===== src/rtl/mc_control_fsm_pkg.sv =====
// rtl/mc_control_fsm_pkg.sv - opcode, funct, ALU, state and mux-select codes for the multi-cycle control unit
package mc_control_fsm_pkg;

  localparam int ALU_W = 3;

  typedef enum logic [2:0] {
    ST_FETCH  = 3'd0,
    ST_DECODE = 3'd1,
    ST_EXEC   = 3'd2,
    ST_MEM    = 3'd3,
    ST_WB     = 3'd4,
    ST_TRAP   = 3'd5
  } state_t;

  localparam logic [5:0] OP_RTYPE = 6'h00;
  localparam logic [5:0] OP_J     = 6'h02;
  localparam logic [5:0] OP_BEQ   = 6'h04;
  localparam logic [5:0] OP_ADDI  = 6'h08;
  localparam logic [5:0] OP_ORI   = 6'h0D;
  localparam logic [5:0] OP_LW    = 6'h23;
  localparam logic [5:0] OP_SW    = 6'h2B;

  localparam logic [5:0] FN_ADD = 6'h20;
  localparam logic [5:0] FN_SUB = 6'h22;
  localparam logic [5:0] FN_AND = 6'h24;
  localparam logic [5:0] FN_OR  = 6'h25;

  localparam logic [ALU_W-1:0] ALU_AND = 3'b000;
  localparam logic [ALU_W-1:0] ALU_OR  = 3'b001;
  localparam logic [ALU_W-1:0] ALU_ADD = 3'b010;
  localparam logic [ALU_W-1:0] ALU_SUB = 3'b110;

  localparam logic [1:0] PC_SRC_ALU    = 2'b00;
  localparam logic [1:0] PC_SRC_ALUOUT = 2'b01;
  localparam logic [1:0] PC_SRC_JUMP   = 2'b10;

  localparam logic [1:0] ALUB_REG    = 2'b00;
  localparam logic [1:0] ALUB_FOUR   = 2'b01;
  localparam logic [1:0] ALUB_IMM    = 2'b10;
  localparam logic [1:0] ALUB_IMM_SH = 2'b11;

  function automatic logic is_legal(input logic [5:0] op, input logic [5:0] fn);
    case (op)
      OP_RTYPE: return (fn == FN_ADD) || (fn == FN_SUB) || (fn == FN_AND) || (fn == FN_OR);
      OP_J, OP_BEQ, OP_ADDI, OP_ORI, OP_LW, OP_SW: return 1'b1;
      default: return 1'b0;
    endcase
  endfunction

  function automatic logic [ALU_W-1:0] funct_alu(input logic [5:0] fn);
    case (fn)
      FN_SUB:  return ALU_SUB;
      FN_AND:  return ALU_AND;
      FN_OR:   return ALU_OR;
      default: return ALU_ADD;
    endcase
  endfunction

endpackage


===== src/rtl/mc_wait_timer.sv =====
// rtl/mc_wait_timer.sv - memory wait counter and access-complete flag for FETCH/MEM
module mc_wait_timer #(
  parameter int MEM_HANDSHAKE = 1,
  parameter int MEM_LAT       = 1,
  parameter int LAT_W         = 4
) (
  input  logic clk,
  input  logic rst_n,
  input  logic en,
  input  logic active,
  input  logic mem_ready,
  output logic mem_done
);

  localparam logic [LAT_W-1:0] LAST_CNT = LAT_W'(MEM_LAT - 1);

  logic [LAT_W-1:0] wait_cnt;

  assign mem_done = (MEM_HANDSHAKE != 0) ? mem_ready : (wait_cnt == LAST_CNT);

  // Completion means the FSM leaves the access state, so the count restarts there too.
  always_ff @(posedge clk or negedge rst_n) begin
    if (!rst_n) begin
      wait_cnt <= '0;
    end else if (en) begin
      if (active && !mem_done) begin
        wait_cnt <= wait_cnt + 1'b1;
      end else begin
        wait_cnt <= '0;
      end
    end
  end

endmodule


===== src/rtl/mc_control_fsm.sv =====
// rtl/mc_control_fsm.sv - multi-cycle MIPS control FSM with wait states, stall, trap and retire pulse
module mc_control_fsm
  import mc_control_fsm_pkg::*;
#(
  parameter int MEM_HANDSHAKE = 1,
  parameter int MEM_LAT       = 1,
  parameter int LAT_W         = 4
) (
  input  logic             clk,
  input  logic             rst_n,
  input  logic             en,
  input  logic [5:0]       opcode,
  input  logic [5:0]       funct,
  input  logic             zero,
  input  logic             mem_ready,
  output logic [2:0]       state,
  output logic             pc_write,
  output logic [1:0]       pc_src,
  output logic             ir_write,
  output logic             iord,
  output logic             mem_read,
  output logic             mem_write,
  output logic             alu_src_a,
  output logic [1:0]       alu_src_b,
  output logic [ALU_W-1:0] alu_op,
  output logic             reg_dst,
  output logic             mem_to_reg,
  output logic             reg_write,
  output logic             retired,
  output logic             illegal
);

  state_t state_q;
  state_t state_nx;
  logic   illegal_q;
  logic   mem_done;
  logic   strobe_ok;

  logic             pc_write_c, ir_write_c, mem_write_c, reg_write_c, retired_c;
  logic             iord_c, mem_read_c, alu_src_a_c, reg_dst_c, mem_to_reg_c;
  logic [1:0]       pc_src_c, alu_src_b_c;
  logic [ALU_W-1:0] alu_op_c;

  mc_wait_timer #(
    .MEM_HANDSHAKE (MEM_HANDSHAKE),
    .MEM_LAT       (MEM_LAT),
    .LAT_W         (LAT_W)
  ) u_wait_timer (
    .clk       (clk),
    .rst_n     (rst_n),
    .en        (en),
    .active    ((state_q == ST_FETCH) || (state_q == ST_MEM)),
    .mem_ready (mem_ready),
    .mem_done  (mem_done)
  );

  always_comb begin
    state_nx = state_q;
    case (state_q)
      ST_FETCH:  if (mem_done) state_nx = ST_DECODE;
      ST_DECODE: state_nx = is_legal(opcode, funct) ? ST_EXEC : ST_TRAP;
      ST_EXEC: begin
        case (opcode)
          OP_RTYPE, OP_ADDI, OP_ORI: state_nx = ST_WB;
          OP_LW, OP_SW:              state_nx = ST_MEM;
          OP_BEQ, OP_J:              state_nx = ST_FETCH;
          default:                   state_nx = ST_TRAP;
        endcase
      end
      ST_MEM:    if (mem_done) state_nx = (opcode == OP_LW) ? ST_WB : ST_FETCH;
      ST_WB:     state_nx = ST_FETCH;
      ST_TRAP:   state_nx = ST_TRAP;
      default:   state_nx = ST_FETCH;
    endcase
  end

  always_ff @(posedge clk or negedge rst_n) begin
    if (!rst_n) begin
      state_q   <= ST_FETCH;
      illegal_q <= 1'b0;
    end else if (en) begin
      state_q <= state_nx;
      if (state_nx == ST_TRAP) illegal_q <= 1'b1;
    end
  end

  always_comb begin
    pc_write_c   = 1'b0;
    ir_write_c   = 1'b0;
    mem_write_c  = 1'b0;
    reg_write_c  = 1'b0;
    retired_c    = 1'b0;
    iord_c       = 1'b0;
    mem_read_c   = 1'b0;
    alu_src_a_c  = 1'b0;
    reg_dst_c    = 1'b0;
    mem_to_reg_c = 1'b0;
    pc_src_c     = PC_SRC_ALU;
    alu_src_b_c  = ALUB_REG;
    alu_op_c     = '0;
    case (state_q)
      ST_FETCH: begin
        mem_read_c  = 1'b1;
        alu_src_b_c = ALUB_FOUR;
        alu_op_c    = ALU_ADD;
        ir_write_c  = mem_done;
        pc_write_c  = mem_done;
      end
      ST_DECODE: begin
        alu_src_b_c = ALUB_IMM_SH;
        alu_op_c    = ALU_ADD;
      end
      ST_EXEC: begin
        case (opcode)
          OP_RTYPE: begin
            alu_src_a_c = 1'b1;
            alu_op_c    = funct_alu(funct);
          end
          OP_ADDI, OP_LW, OP_SW: begin
            alu_src_a_c = 1'b1;
            alu_src_b_c = ALUB_IMM;
            alu_op_c    = ALU_ADD;
          end
          OP_ORI: begin
            alu_src_a_c = 1'b1;
            alu_src_b_c = ALUB_IMM;
            alu_op_c    = ALU_OR;
          end
          OP_BEQ: begin
            alu_src_a_c = 1'b1;
            alu_op_c    = ALU_SUB;
            pc_src_c    = PC_SRC_ALUOUT;
            pc_write_c  = zero;
            retired_c   = 1'b1;
          end
          OP_J: begin
            pc_src_c   = PC_SRC_JUMP;
            pc_write_c = 1'b1;
            retired_c  = 1'b1;
          end
          default: ;
        endcase
      end
      ST_MEM: begin
        iord_c      = 1'b1;
        mem_read_c  = (opcode == OP_LW);
        mem_write_c = (opcode == OP_SW);
        retired_c   = (opcode == OP_SW) && mem_done;
      end
      ST_WB: begin
        reg_write_c  = 1'b1;
        retired_c    = 1'b1;
        reg_dst_c    = (opcode == OP_RTYPE);
        mem_to_reg_c = (opcode == OP_LW);
      end
      default: ;
    endcase
  end

  // Write strobes die with either reset or stall; selects only with reset.
  assign strobe_ok  = rst_n & en;
  assign pc_write   = strobe_ok & pc_write_c;
  assign ir_write   = strobe_ok & ir_write_c;
  assign mem_write  = strobe_ok & mem_write_c;
  assign reg_write  = strobe_ok & reg_write_c;
  assign retired    = strobe_ok & retired_c;
  assign iord       = rst_n & iord_c;
  assign mem_read   = rst_n & mem_read_c;
  assign alu_src_a  = rst_n & alu_src_a_c;
  assign reg_dst    = rst_n & reg_dst_c;
  assign mem_to_reg = rst_n & mem_to_reg_c;
  assign pc_src     = rst_n ? pc_src_c : 2'b00;
  assign alu_src_b  = rst_n ? alu_src_b_c : 2'b00;
  assign alu_op     = rst_n ? alu_op_c : '0;
  assign state      = state_q;
  assign illegal    = illegal_q;

endmodule


===== config.mk =====
export PLATFORM = sky130hd
export DESIGN_NAME = mc_control_fsm
export DESIGN_NICKNAME = d
export VERILOG_FILES = /design/src/rtl/mc_control_fsm_pkg.sv /design/src/rtl/mc_wait_timer.sv /design/src/rtl/mc_control_fsm.sv
export SDC_FILE = /design/constraint.sdc
export NUM_CORES = 1
export LEC_CHECK = 0
export BUFFER_PORTS_ARGS = -buffer_cell sky130_fd_sc_hd__buf_2
export CAP_MARGIN = 20
export CORE_ASPECT_RATIO = 0.8
export CORE_MARGIN = 2
export CORE_UTILIZATION = 30
export CTS_BUF_LIST = sky130_fd_sc_hd__clkbuf_8
export DETAILED_ROUTE_END_ITERATION = 12
export SLEW_MARGIN = 30
export SYNTH_ARGS = -nofsm -noshare
export SYNTH_HDL_FRONTEND = slang
export SYNTH_SLANG_ARGS = --single-unit

===== constraint.sdc =====
create_clock -name clk -period 3.8 [get_ports clk]
set_input_delay 0.19 -clock clk [delete_from_list [all_inputs] [get_ports clk]]
set_output_delay 0.19 -clock clk [all_outputs]
set_load 0.02 [all_outputs]

# Word-level counts from Yosys, hierarchy flattened

Cells that the tools add are included.

Equality and inequality tests: 16
Bitwise gates (word level): 11
Multiplexer cells: 31
Reduce and logical (&&, ||, !) cells: 15

Operator list:

| kind                                                                   | number |
|---|---|
| 6-bit equality test (second input constant)                            | 6 |
| 3-bit one-hot mux with 3 select lines                                  | 2 |
| 3-bit two-way mux                                                      | 5 |
| 3-bit one-hot mux with 5 select lines                                  | 1 |
| 6-bit by 4-bit equality test with 1-bit output (second input constant) | 2 |
| 3-bit one-hot mux with 4 select lines                                  | 1 |
| 6-bit OR reduction                                                     | 2 |
| 1-bit AND                                                              | 11 |
| 1-bit two-way mux                                                      | 10 |
| 3-bit equality test (second input constant)                            | 3 |
| 2-bit two-way mux                                                      | 4 |
| 1-bit one-hot mux with 2 select lines                                  | 4 |
| 3-bit by 2-bit equality test with 1-bit output (second input constant) | 2 |
| 6-bit by 2-bit equality test with 1-bit output (second input constant) | 1 |
| 6-bit by 3-bit equality test with 1-bit output (second input constant) | 1 |
| 6-bit zero test                                                        | 1 |
| 2-bit one-hot mux with 3 select lines                                  | 1 |
| 3-bit one-hot mux with 2 select lines                                  | 1 |
| 2-bit OR reduction                                                     | 3 |
| 3-bit OR reduction                                                     | 2 |
| 2-bit one-hot mux with 2 select lines                                  | 1 |
| 4-bit OR reduction                                                     | 1 |
| 3-bit by 1-bit equality test with 1-bit output (second input constant) | 1 |
| 3-bit zero test                                                        | 1 |
| other kinds (4)                                                        | 6 |

Bits of input ports: 17
Register bits after elaboration: 4

# Logic depth before layout (Yosys ltp)

Gate-level depths: netlist of the first run.

Depth after elaboration: 10
Depth in mapped cells: 8
Gate-level depth less buffers: 6

# By module

A second synthesis of the first run with hierarchy kept.

Cells, all modules: 111
Area, all modules: 748.2 µm²

Modules (own cells, without submodules):

| module         | seq. area each (µm²) | area an instance (µm²) | cells each | times used |
|---|---|---|---|---|
| mc_control_fsm | 100.1                | 740.7                  | 110        | 1 |
| mc_wait_timer  | 0.0                  | 7.5                    | 1          | 1 |

# Worst setup path before layout of the first run

Ideal clock, no wire load.

Kind: register to output
From: register state_q[2] (netlist: state[2])
To: output alu_op[0]
Buffers on the path: 0
Cell stages (with the launch flop): 6
Required time: 3.610 ns
Data arrival time: 2.074 ns
Path slack: 1.536 ns
Cells stage by stage: dfrtp_1 -> inv_1 -> nand2_1 -> or3_1 -> a211oi_1 -> nor2b_1

Word-level cells in the longest chain between the ends: 4

RTL lines:

| item                                                                              | RTL line              | source |
|---|---|---|
| start: declaration                                                                | mc_control_fsm.sv:33  | `state_t state_q;` |
| start signal: assignment                                                          | mc_control_fsm.sv:82  | `state_q <= state_nx;` |
| 3-bit by 1-bit equality test with 1-bit output or 3-bit zero test (tied branches) | mc_control_fsm.sv:101 | `case (state_q)` |
| 2-bit OR reduction (no source line)                                               | -                     |  |
| 3-bit one-hot mux with 2 select lines (*)                                         | mc_control_fsm.sv:101 |  |
| 3-bit two-way mux (*)                                                             | mc_control_fsm.sv:174 | `assign alu_op = rst_n ? alu_op_c : '0;` |
| end: declaration                                                                  | mc_control_fsm.sv:25  | `output logic [ALU_W-1:0] alu_op,` |

Every way passes the cells marked *; elsewhere a longest branch is shown, timed or not.

# Worst setup path in the final report of the first run

From: input rst_n
To: output pc_write

Word-level cells in the longest chain between the ends: 2

RTL lines:

| item               | RTL line              | source |
|---|---|---|
| start: declaration | mc_control_fsm.sv:10  | `input logic rst_n,` |
| 1-bit AND          | mc_control_fsm.sv:161 | `assign strobe_ok = rst_n & en;` |
| 1-bit AND          | mc_control_fsm.sv:162 | `assign pc_write = strobe_ok & pc_write_c;` |
| end: declaration   | mc_control_fsm.sv:17  | `output logic pc_write,` |

No other way between the ends.

==> reports/metrics.cfg, run 1 <==
[outcome]
outcome=finished clean

[timing]
fin_skew_ns=0.005104
setup_tns_ns=0
finalHoldViolCount=0
setup_slack_ns=1.573
setup_viol=0
min_period_ns=2.227
whs_ns=0.2910
period_share_pct=58.59
rsz0062_at_grt=false
tightest_slew_ns=0.4070
slew-limit-headroom_pct=72.64
slew_violations=0
fmax_mhz=449.1

[clock_tree]
cts_setup_buffers=0
cts_made_buffers=3
clock_sinks=4
clk_transition_reported_paths_ns=0.03
htree_num_levels=1
cts_tree=yes
clock_latency_ns=0.22
root_buffer=clkbuf_8
cts_resized=0
cts_buffer_depth=2
cts_hold_buf=1

[pwr]
power_w=0.0003347
vdd_drop_max_uv=292.0
total_leakage_power_nw=0.4118
power-per-cell-area_nw_per_um2=364.0

[final_layout]
nets=160
layout-area-overhead-vs-synth_pct=34.12
fillers=226
drive_gt1_share_pct=32.62
multi_input_comb_area_um2=533.0
diodes=0
final_util_pct=42.61
seqCellArea_um2=100.1

[drt]
dr.first_iter.drc_count=51
vias=925
remaining_drc_errors=0
viasPerCell=5.572
wl_mm=2.147
firstDrtPassIters=4
ant_nets=0
wl_per_cell_um=12.93

[floorplan]
die-area_um2=2686
fp-row-count=15
io_pins=38
die_h_um=46.76
initial_core_util_pct=31.77
core-area_um2=2158
die_w_um=57.45

[grt]
grt_pass1_wl_mm=3.484
grt_start_max_net_pins=15
antenna_found_initial=0
grt_usage_pct=16.40
grt_pass1_vias=794
grt.overflow.total=0

[logic_synthesis]
synth_top_cell_by_area=dfrtp_1
ys_top_cells_by_count=20 x nor2_1, 13 x nand2_1, 6 x a21oi_1
avgSynthCellArea_um2=6.530
synth_nets=122
synthCells=105
seq_area_frac_synth_pct=14.60
ys_async_sr_fraction_pct=100.0
yosysWarnings=0
synth_area_leaders=dfrtp_1 15%, nor2_1 11%, nand2_1 7.1%
synth_most_common_cell=nor2_1
synth.distinct_cells=43
synth_edf_count=0
synth_top_area_share_pct=14.60
netlist_area_um2=685.7
synth_top_flop_cell=dfrtp_1
ys_ff_latch=4

[setup_path]
r2r_slack_ns=2.16
worst_r2r_path_depth=6
crit-reg2reg-launch=state[1]
crit_path_start_kind=input port
worstPathRequired_ns=3.61
cp_max_fo=8
crit_top_cell=buf_2
cp_slowest_cell=dlygate4sd3_1
regToRegEndpoint=illegal
end_kind=output port
arrival_ns=2.04
cp_slowest_stage_delay_ns=0.52
path_cells=dlygate4sd3_1 -> buf_2 -> nand2_1 -> or3_1 -> nand2b_1 -> nor2_1 -> a21o_1 -> buf_2
crit_type=input port to output port

[worst_hold_path]
hold_class=input port to register
hold_start=en
min_path_cells=2
hold_end=illegal

[placement]
hpwl_mm=1.726
place.port_buffers=37
pre_cts_slack_ns=1.912
place.gp.congestion=0.8436

[flow_run]
maxCapViolCount=0

[worst max-delay path by stage]
stage | startpoint | endpoint | slack, ns
4_1_cts | rst_n | pc_write | 1.54
2_1_floorplan | state[2] | alu_op[0] | 1.54
6_report | rst_n | pc_write | 1.57
3_5_place_dp | state[2] | pc_write | 1.91
3_3_place_gp | state[2] | pc_write | 1.87
5_1_grt | rst_n | pc_write | 1.42
[per-layer routing]
layer / wire [um] / GRT usage, %
met1: 1035 / 24.05
met2: 898 / 25.00
met3: 214 / 4.683
met4: 0 / 1.395
met5: 0 / 0
[per-stage QoR]
| stage | area [um^2] | instances |
|---|---|---|
| 6_report | 919.6 | 166 |
| 5_1_grt | 919.6 | 166 |
| 4_1_cts | 919.6 | 166 |
| 3_3_place_gp | 868.3 | 162 |
| 3_5_place_dp | 868.3 | 162 |
| 2_1_floorplan | 685.7 | 105 |
[report_power, final]
| group | leakage [nW] | switching, W | internal (W) |
|---|---|---|---|
| registers | 0.0429 | 0.0000227 | 0.0000527 |
| logic | 0.347 | 0.000110 | 0.0000589 |
| clock network | 0.0216 | 0.0000228 | 0.0000676 |
| total | 0.412 | 0.000155 | 0.000179 |
[cell usage in the layout (no fill, tap or decap), types with 2 or more instances in the layout]
cell / count
nand3_1: 2
nor4_1: 3
a21o_1: 2
a211oi_1: 2
a21oi_1: 6
nand2_1: 13
o32ai_1: 2
a32oi_1: 2
nor3_1: 5
dfrtp_1: 4
and3_1: 3
o21ai_1: 3
nor2b_1: 3
buf_2: 37
a31oi_1: 2
nor3b_1: 2
inv_1: 3
clkbuf_8: 3
nor2_1: 20
[kinds of logic after synthesis]
family,synth area share [%]
compound gates,27.92
mux,1.460
simple gates,47.08
xor+xnor,1.278
flops,14.60
buf+inv,7.663
[critical path: cells and delay by family]
| family | cells | cell delay [ns] |
|---|---|---|
| compound gates | 1 | 0.12 |
| buf+inv | 3 | 0.86 |
| simple gates | 4 | 0.87 |
[registers in the layout, summed over array words and instances (netlist names)]
| register | cells |
|---|---|
| state | 3 |
| illegal | 1 |
[layout make-up]
class,count,area share (%)
inverters,5,2.041
flip-flops and latches,4,10.88
repair buffers,38,21.22
multi-input cells,91,57.96
clock buffers,3,4.490
well taps,25,3.401
(Power assumes the default switching activity.)
==> run 2: changes to the inputs <==
==> constraint.sdc (replaced) <==
create_clock -name clk -period 2.15 [get_ports clk]
set_input_delay 0.1075 -clock clk [delete_from_list [all_inputs] [get_ports clk]]
set_output_delay 0.1075 -clock clk [all_outputs]
set_load 0.02 [all_outputs]
==> run 2 against run 1 <==
Compared with the run above:
- combinational power rose by 79%
- routed wire length grew 2.1%
- utilization rose by 0.58 points
- highest routed layer unchanged
==> reports/metrics.cfg, run 2 (same netlist as run 1, synthesis figures left out) <==
[outcome]
outcome=finished clean

[clock_tree]
cts_made_buffers=3  ; unchanged
root_buffer=clkbuf_8
cts_buffer_depth=2  ; unchanged
htree_num_levels=1  ; unchanged
cts_tree=yes
cts_setup_buffers=0  ; unchanged
clk_transition_reported_paths_ns=0.03  ; about the same
clock_sinks=4  ; unchanged
clock_latency_ns=0.22  ; about the same

[floorplan]
die-area_um2=2686  ; unchanged
initial_core_util_pct=31.77  ; unchanged
core-area_um2=2158  ; unchanged
die_h_um=46.76  ; unchanged
fp-row-count=15  ; unchanged
die_w_um=57.45  ; unchanged
io_pins=38  ; unchanged

[final_layout]
final_common_cell=buf_2
fin_cells=166  ; unchanged
multi_input_comb_area_um2=543.0  ; +1.9%
nets=160  ; unchanged
layout-area-overhead-vs-synth_pct=35.95
largest_reg_flops=3  ; unchanged
drive_gt1_share_pct=34.04  ; +1.4 points
final_util_pct=43.19  ; +0.58 points
fillers=228  ; +0.88%
mostFrequentLayoutCells=36 x buf_2, 20 x nor2_1, 13 x nand2_1, 6 x a21oi_1, 5 x nor3_1
diodes=0  ; unchanged
seqCellArea_um2=100.1  ; unchanged
fin_area_um2=932.1  ; +1.4%

[setup_path]
cp_max_fo=8  ; unchanged
worstPathRequired_ns=2.04  ; -1.57 ns
endpoint=pc_write
crit-reg2reg-launch=state[0]
crit_type=input port to output port
crit_path_start_kind=input port
arrival_ns=1.92  ; -0.12 ns
worst_r2r_path_depth=5  ; -1
end_kind=output port
regToRegEndpoint=illegal
crit_start=rst_n
r2r_slack_ns=0.50  ; -1.66 ns

[timing]
tightest_slew_ns=0.3694  ; -0.03760 ns
period_share_pct=94.18
setup_viol=0  ; unchanged
fmax_mhz=493.9
min_period_ns=2.025
slew_violations=0  ; unchanged
finalHoldViolCount=0  ; unchanged
rsz0062_at_grt=false
fin_skew_ns=0.008076  ; +0.002972 ns
slew-limit-headroom_pct=74.74  ; +2.1 points
setup_tns_ns=0  ; unchanged

[placement]
place.gp.congestion=0.8923  ; +5.8%
hpwl_mm=1.716  ; -0.56%
dp.cells=162  ; unchanged
placed_area_um2=873.3  ; +0.58%
place.port_buffers=37  ; unchanged

[drt]
vias=920  ; -0.54%
ant_nets=0  ; unchanged
viasPerCell=5.542  ; -0.54%
dr.first_iter.drc_count=27  ; -47%
wl_mm=2.192  ; +2.1%
wl_per_cell_um=13.20  ; +2.1%
remaining_drc_errors=0  ; unchanged
firstDrtPassIters=4  ; unchanged

[pwr]
intPower_w=0.0003175  ; +77%
switching_power_w=0.0002790  ; +79%
vdd_drop_max_uv=467.2  ; +60%
seqPwrFrac_pct=22.4  ; about the same
power-per-cell-area_nw_per_um2=639.9  ; +76%
total_leakage_power_nw=0.4144  ; +0.65%
combPwrFrac_pct=50.7  ; +0.2 points
sw_frac_of_total_pct=46.77  ; +0.32 points
p_clk_share_pct=26.8  ; -0.2 points

[grt]
grt_start_max_net_pins=15  ; unchanged
grt_usage_pct=16.92  ; +0.53 points
antenna_found_initial=0  ; unchanged
grt_pass1_wl_mm=3.594  ; +3.2%
grt.overflow.total=0  ; unchanged
grt_pass1_vias=782  ; -1.5%

[flow_run]
maxCapViolCount=0  ; unchanged

[worst_hold_path]
min_path_cells=2  ; unchanged
hold_class=input port to register

run 2: changes by cell type in the layout (fill, tap and decap cells not counted):
cell | previous run | this run
a211oi_2 | 0 | 1
buf_2 | 37 | 36
or3_4 | 0 | 1
or3_1 | 1 | 0
a211oi_1 | 2 | 1
clkbuf_4 | 0 | 1
run 2: worst max-delay path: stages:
cell and delay (ns):
dlygate4sd3_1 0.52, clkbuf_4 0.19, nand2_1 0.13, or3_4 0.37, nand2b_1 0.20, nor2_1 0.13
a21o_1 0.11, buf_2 0.15
run 2: how the worst min path moves through the flow:
stage                     slack, ns       end  start
after floorplan               -0.19   illegal  rst_n
after global placement        -0.06  state[0]  rst_n
after detailed placement      -0.06  state[0]  rst_n
after CTS                      0.20   illegal     en
after global routing           0.22   illegal     en
final                          0.21   illegal     en
run 2: cell type report:
type,count,share of cell area (%)
Timing Repair Buffer,38,21.21
Multi-Input combinational cell,91,58.26
Sequential cell,4,10.74
Clock buffer,3,4.430
Tap cell,25,3.356
Inverter,5,2.013
run 2: power by group through the flow:
| stage | logic, W | registers [W] | clock network [W] |
|---|---|---|---|
| detailed placement | 0.000297 | 0.000132 | 0 |
| global route | 0.000333 | 0.000139 | 0.000172 |
| CTS | 0.000300 | 0.000132 | 0.000165 |
| floorplan | 0.000201 | 0.000132 | 0 |
| finish | 0.000303 | 0.000134 | 0.000160 |
| global placement | 0.000292 | 0.000133 | 0 |
run 2: per-stage QoR:
step	total power (W)	hold slack [ns]	setup WS (ns)
after floorplan	0.0003333	-0.1881	0.1790
after global placement	0.0004248	-0.05897	0.4383
after detailed placement	0.0004296	-0.05595	0.3860
after CTS	0.0005972	0.2039	0.06396
after global routing	0.0006441	0.2244	0.0008014
final	0.0005965	0.2086	0.1252
run 2: routing by layer:
layer	part of all wire, %	global-route usage [%]	vias up
met5	0	0	-
met3	9.0	4.683	0
met1	46	24.50	411
met2	45	27.05	43
met4	0	0	0
li1	-	-	466
run 2: what timing repair did:
| item | in CTS | in global routing |
|---|---|---|
| hold buffers | 1 | 0 |
| hold endpoints to repair | 4 | 0 |
| endpoints found under the setup margin | 0 | 4 |
| gates resized for setup | 0 | 2 |
